$ cat src/rtl/gcd_client.sv
// Request-side driver for the GCD coprocessor: issues LFSR operand pairs,
// bounds in-flight requests and checks every result against its smaller operand.
module gcd_client #(
    parameter int          W       = 32,
    parameter int          MAX_OUT = 4,
    parameter logic [W-1:0] TAPS   = 32'h80200003
) (
    input  logic         clk,
    input  logic         reset,
    input  logic         start,
    input  logic [15:0]  count,
    input  logic [W-1:0] seed,
    output logic [W-1:0] operands_bits_A,
    output logic [W-1:0] operands_bits_B,
    output logic         operands_val,
    input  logic         operands_rdy,
    input  logic [W-1:0] result_bits,
    input  logic         result_val,
    output logic         result_rdy,
    output logic         busy,
    output logic         done,
    output logic [15:0]  sent_count,
    output logic [15:0]  recv_count,
    output logic [W-1:0] checksum,
    output logic         error
);

    localparam int AW = $clog2(MAX_OUT);
    localparam int OW = AW + 1;

    typedef enum logic [1:0] {IDLE, RUN, DONE} state_t;

    state_t        state;
    logic [15:0]   limit;
    logic [W-1:0]  lfsr;
    logic [W-1:0]  min_q [MAX_OUT];
    logic [AW-1:0] wr_ptr;
    logic [AW-1:0] rd_ptr;
    logic [OW-1:0] outstanding;

    logic          op_fire;
    logic          res_fire;
    logic          res_bad;
    logic [W-1:0]  rot;
    logic [W-1:0]  lfsr_next;
    logic [W-1:0]  op_min;
    logic [W-1:0]  head;
    logic [15:0]   sent_next;
    logic [15:0]   recv_next;
    logic [OW-1:0] out_next;

    // B is a fixed rotation of the LFSR register, so both operands are flop outputs
    assign rot             = {lfsr[W/2-1:0], lfsr[W-1:W/2]};
    assign operands_bits_A = lfsr;
    assign operands_bits_B = rot;

    assign op_fire   = operands_val & operands_rdy;
    assign res_fire  = result_val & result_rdy;
    assign lfsr_next = lfsr[0] ? ((lfsr >> 1) ^ TAPS) : (lfsr >> 1);
    assign op_min    = (lfsr < rot) ? lfsr : rot;
    assign head      = min_q[rd_ptr];
    assign res_bad   = (result_bits == '0) || (result_bits > head);
    assign sent_next = sent_count + {15'd0, op_fire};
    assign recv_next = recv_count + {15'd0, res_fire};
    assign out_next  = outstanding + OW'(op_fire) - OW'(res_fire);

    always_ff @(posedge clk) begin
        if (op_fire) begin
            min_q[wr_ptr] <= op_min;
        end
    end

    always_ff @(posedge clk) begin
        if (reset) begin
            state        <= IDLE;
            limit        <= '0;
            lfsr         <= W'(1);
            wr_ptr       <= '0;
            rd_ptr       <= '0;
            outstanding  <= '0;
            operands_val <= 1'b0;
            result_rdy   <= 1'b0;
            busy         <= 1'b0;
            done         <= 1'b0;
            sent_count   <= '0;
            recv_count   <= '0;
            checksum     <= '0;
            error        <= 1'b0;
        end else begin
            done <= 1'b0;
            unique case (state)
                IDLE: begin
                    if (start) begin
                        limit       <= count;
                        lfsr        <= (seed == '0) ? W'(1) : seed;
                        wr_ptr      <= '0;
                        rd_ptr      <= '0;
                        outstanding <= '0;
                        sent_count  <= '0;
                        recv_count  <= '0;
                        checksum    <= '0;
                        error       <= 1'b0;
                        if (count == 16'd0) begin
                            state <= DONE;
                            done  <= 1'b1;
                        end else begin
                            state        <= RUN;
                            busy         <= 1'b1;
                            operands_val <= 1'b1;
                        end
                    end
                end
                RUN: begin
                    if (op_fire) begin
                        lfsr   <= lfsr_next;
                        wr_ptr <= wr_ptr + AW'(1);
                    end
                    if (res_fire) begin
                        rd_ptr   <= rd_ptr + AW'(1);
                        checksum <= checksum + result_bits;
                        if (res_bad) begin
                            error <= 1'b1;
                        end
                    end
                    sent_count  <= sent_next;
                    recv_count  <= recv_next;
                    outstanding <= out_next;
                    if (recv_next == limit) begin
                        state        <= DONE;
                        busy         <= 1'b0;
                        done         <= 1'b1;
                        operands_val <= 1'b0;
                        result_rdy   <= 1'b0;
                    end else begin
                        operands_val <= (sent_next < limit) &&
                                        (out_next < OW'(MAX_OUT));
                        result_rdy   <= (out_next != '0);
                    end
                end
                DONE: begin
                    state <= IDLE;
                end
                default: begin
                    state <= IDLE;
                end
            endcase
        end
    end

endmodule
$ cat config.mk
export PLATFORM = sky130hd
export DESIGN_NAME = gcd_client
export DESIGN_NICKNAME = d
export VERILOG_FILES = /design/src/rtl/gcd_client.sv
export SDC_FILE = /design/constraint.sdc
export NUM_CORES = 1
export LEC_CHECK = 0
export BUFFER_PORTS_ARGS = -buffer_cell sky130_fd_sc_hd__buf_2
export CAP_MARGIN = 5
export CORE_UTILIZATION = 35
export CTS_CLUSTER_DIAMETER = 60
export CTS_CLUSTER_SIZE = 24
export DETAILED_ROUTE_END_ITERATION = 6
export HOLD_SLACK_MARGIN = 0.02
export PLACE_DENSITY = 0.53
export SLEW_MARGIN = 20
export SYNTH_ARGS = -nofsm -noshare
export SYNTH_HDL_FRONTEND = slang
export SYNTH_SLANG_ARGS = --single-unit
$ cat constraint.sdc
create_clock -name clk -period 5.8 [get_ports clk]
set_input_delay 0.58 -clock clk [delete_from_list [all_inputs] [get_ports clk]]
set_output_delay 0.58 -clock clk [all_outputs]
set_load 0.1 [all_outputs]
==> flow_summary_export.csv <==
group,metric,value,unit
logic_synthesis,avgSynthCellArea,10.0,um^2
floorplanning,dieArea,0.0429,mm^2
sta,setup_viol,0,
place,hpwl,30500,um
logic_synthesis,yosys.area_share.adder,0.105,
critical_path,startpoint_type,"register",
place,gp_routability_congestion,0.918,
clock_tree,post_cts.repair.setup_buffers,0,
clock_tree,cts_tree,"built",
sta,finalHoldViolCount,0,
logic_synthesis,synth-compound-area-share,0.147,
sta,finalClockSkew,17.4,ps
routing,ant_nets,0,
global_route,grt_max_degree,74,
layout,area_delta_synth_final,15.8,%
floorplanning,rows,74,
clock_tree,ctsResizeCount,0,
layout,drive_above_1_share,0.206,
logic_synthesis,synth_top_family_by_area,"compound AO/OA/AOI/OAI gates",
layout,final_cell_mix,"buf_2, nand2_1, edfxtp_1",
logic_synthesis,synthSimpleGateAreaFrac,0.139,
global_route,grt_antenna_before_repair,1,
floorplanning,start_util,0.357,
layout,post-route-util,0.414,
clock_tree,cts.path.max_buffers,3,
logic_synthesis,synth_xor_xnor_area_share,0.0421,
critical_path,startpoint,"operands_val",
clock_tree,cts.sinks,256,
logic_synthesis,postSynthCellCount,1471,
sta,drv_slew,0,
logic_synthesis,ys_top_cells_by_area,"edfxtp_1, dfxtp_1, ha_1",
clock_tree,htreeDepth,1,
sta,whs,254,ps
pwr,powerDensity,305,mW/mm^2
critical_path,r2r_start,"operands_val",
logic_synthesis,seq_area_frac_synth,0.435,
sta,max_clock_freq,263,MHz
global_route,grt_use_total,0.191,
critical_path,endpoint,"operands_val",
clock_tree,hold_buffers,0,
critical_path,r2r_end,"operands_val",
global_route,gr-total-overflow,0,
logic_synthesis,ys_ff_latch,256,
logic_synthesis,syn-cell-area,0.0147,mm^2
routing,wl_per_cell,19.1,um
floorplanning,die_w,207,um
critical_path,end_kind,"register",
routing,via_per_inst,5.34,
critical_path,critical_path_class,"reg2reg",
floorplanning,coreArea,0.0412,mm^2
clock_tree,clkSlewWorstSetupHoldPaths,70,ps
logic_synthesis,synthDominantCellAreaShare,0.261,
sta,fin_crit_sh,0.655,
layout,num_antenna_cells,0,
logic_synthesis,yosysTopAreaCell,"edfxtp_1",
logic_synthesis,synthArstFlopShare,0,
logic_synthesis,synthFlopType,"edfxtp_1",
logic_synthesis,synth.area.mux_share,0.0708,
global_route,grt_pass1_wl,64800,um
sta,grt_setup_unrepaired,"false",
critical_path,reg2reg_depth,16,
run,max_cap_violations,0,
critical_path,reg2reg_slack,2000,ps
critical_path,arrival,4310,ps
logic_synthesis,ys_types,78,
pwr,irDropWorstVdd,0.189,mV
layout,stdcell_count,2186,
layout,final_common_cell,"buf_2",
critical_path,path_max_fanout,7,
logic_synthesis,synth-edff-count,128,
sta,worst_slew_pin_slew,1090,ps
pwr,p_leak,0.00724,uW
sta,slew_headroom,0.270,
routing,drt-total-wl,41700,um
critical_path,cp.required,6320,ps
clock_tree,cts_buffers,28,
place,dp_cells,2134,
routing,drc,0,
global_route,grt_pass1_vias,11254,
routing,dr.pass1.iters,5,
logic_synthesis,syn_nets,1678,
min_path,hp-class,"in2reg",
floorplanning,dieHeight,207,um
sta,period_minus_slack,3800,ps
place,portBuffers,217,
logic_synthesis,ys_warn_count,0,
run_status,status,"complete, no violations",
floorplanning,io_pins,218,
layout,fin_nets,1839,
clock_tree,clkLatencyLatePin,580,ps
routing,drt_iter0_markers,747,
clock_tree,root_buffer,"clkbuf_16",
sta,fin_setup_tns,0,ps
routing,vias,11677,
-- per-layer routing --
metal / up-vias / global-route usage / share of wire
li1: 5694 / - / -
met1: 5594 / 0.272 / 0.48
met2: 328 / 0.307 / 0.45
met3: 59 / 0.0253 / 0.046
met4: 2 / 0.0461 / 0.024
met5: - / 0 / 0.00031
-- how the worst min path moves through the flow --
stage | startpoint | end | slack, ps | cells after the start
CTS | count[14] | limit[14] | 220 | 3
floorplan | outstanding[0] | outstanding[0] | 450 | 2
finish | count[14] | limit[14] | 250 | 3
global route | count[11] | limit[11] | 240 | 3
detailed placement | checksum[0] | checksum[0] | 470 | 2
global placement | outstanding[0] | outstanding[0] | 460 | 2
-- through the flow --
| stage | setup WS [ps] | instance area, um^2 | total power (uW) |
|---|---|---|---|
| floorplan | 1630 | 14700 | 3140 |
| global placement | 1920 | 16100 | 3410 |
| detailed placement | 1830 | 16100 | 3420 |
| CTS | 2010 | 17000 | 5260 |
| global route | 1580 | 17100 | 5420 |
| finish | 2000 | 17100 | 5210 |
-- worst max-delay path: stages (launching register included) --
cell	delay, ps
dfxtp_1	440
nand2_1	200
inv_1	90
ha_1	170
ha_1	190
nand3_1	210
nor3_1	440
and3_1	300
and3_1	250
nand3_1	110
xnor2_1	210
ha_1	270
nor2b_1	130
o21ai_0	130
o21ai_0	100
o41ai_1	260
o311a_1	220
-- cells in the mapped netlist (5+ instances only) --
library cell    n
inv_1          94
a21oi_1       105
nor2b_1         6
nand2b_1        6
nor2_1        118
xor2_1         24
edfxtp_1      128
nor3_1         22
a22oi_1        23
nand4_1        24
o21bai_1        5
nand3_1        28
nand2_1       160
mux4_2         32
and3_1         17
buf_1           7
a22o_1         15
xnor2_1        45
dfxtp_1       128
nor4_1         31
a211oi_1        7
o21ai_0        45
a311oi_1       30
ha_1          120
a21o_1         40
buf_4          36
mux2i_1        30
o211ai_1        6
a31oi_1        10
clkbuf_1       51
-- state kept, by name (all words and copies together), names as in the netlist, 3 cells and up, named ones only --
name             flops
min_q              128
checksum            32
operands_bits_A     32
limit               16
recv_count          16
sent_count          16
outstanding          3
-- power by group --
| group | switching [uW] | internal [uW] |
|---|---|---|
| sequential | 80.2 | 2030 |
| clock | 882 | 948 |
| combinational | 939 | 334 |
-- cells by family (layout without fill, tap and decap cells) --
| group | after synthesis | count (layout) |
|---|---|---|
| and+or+nand+nor | 438 | 438 |
| AOI/OAI and AO/OA | 327 | 327 |
| DFF | 256 | 256 |
| buffers and inverters | 194 | 377 |
| adders and majority gates | 122 | 122 |
| xor gates and xnor gates | 70 | 70 |
| muxes | 64 | 64 |
-- cell type report --
type,count,area [um^2]
Clock inverter,23,256
Timing Repair Buffer,231,1190
Inverter,94,353
Multi-Input combinational cell,1021,7470
Clock buffer,29,704
Tap cell,532,666
Sequential cell,256,6410
Fill cell,3995,24100
No activity file was read; power rests on OpenSTA's default activity.
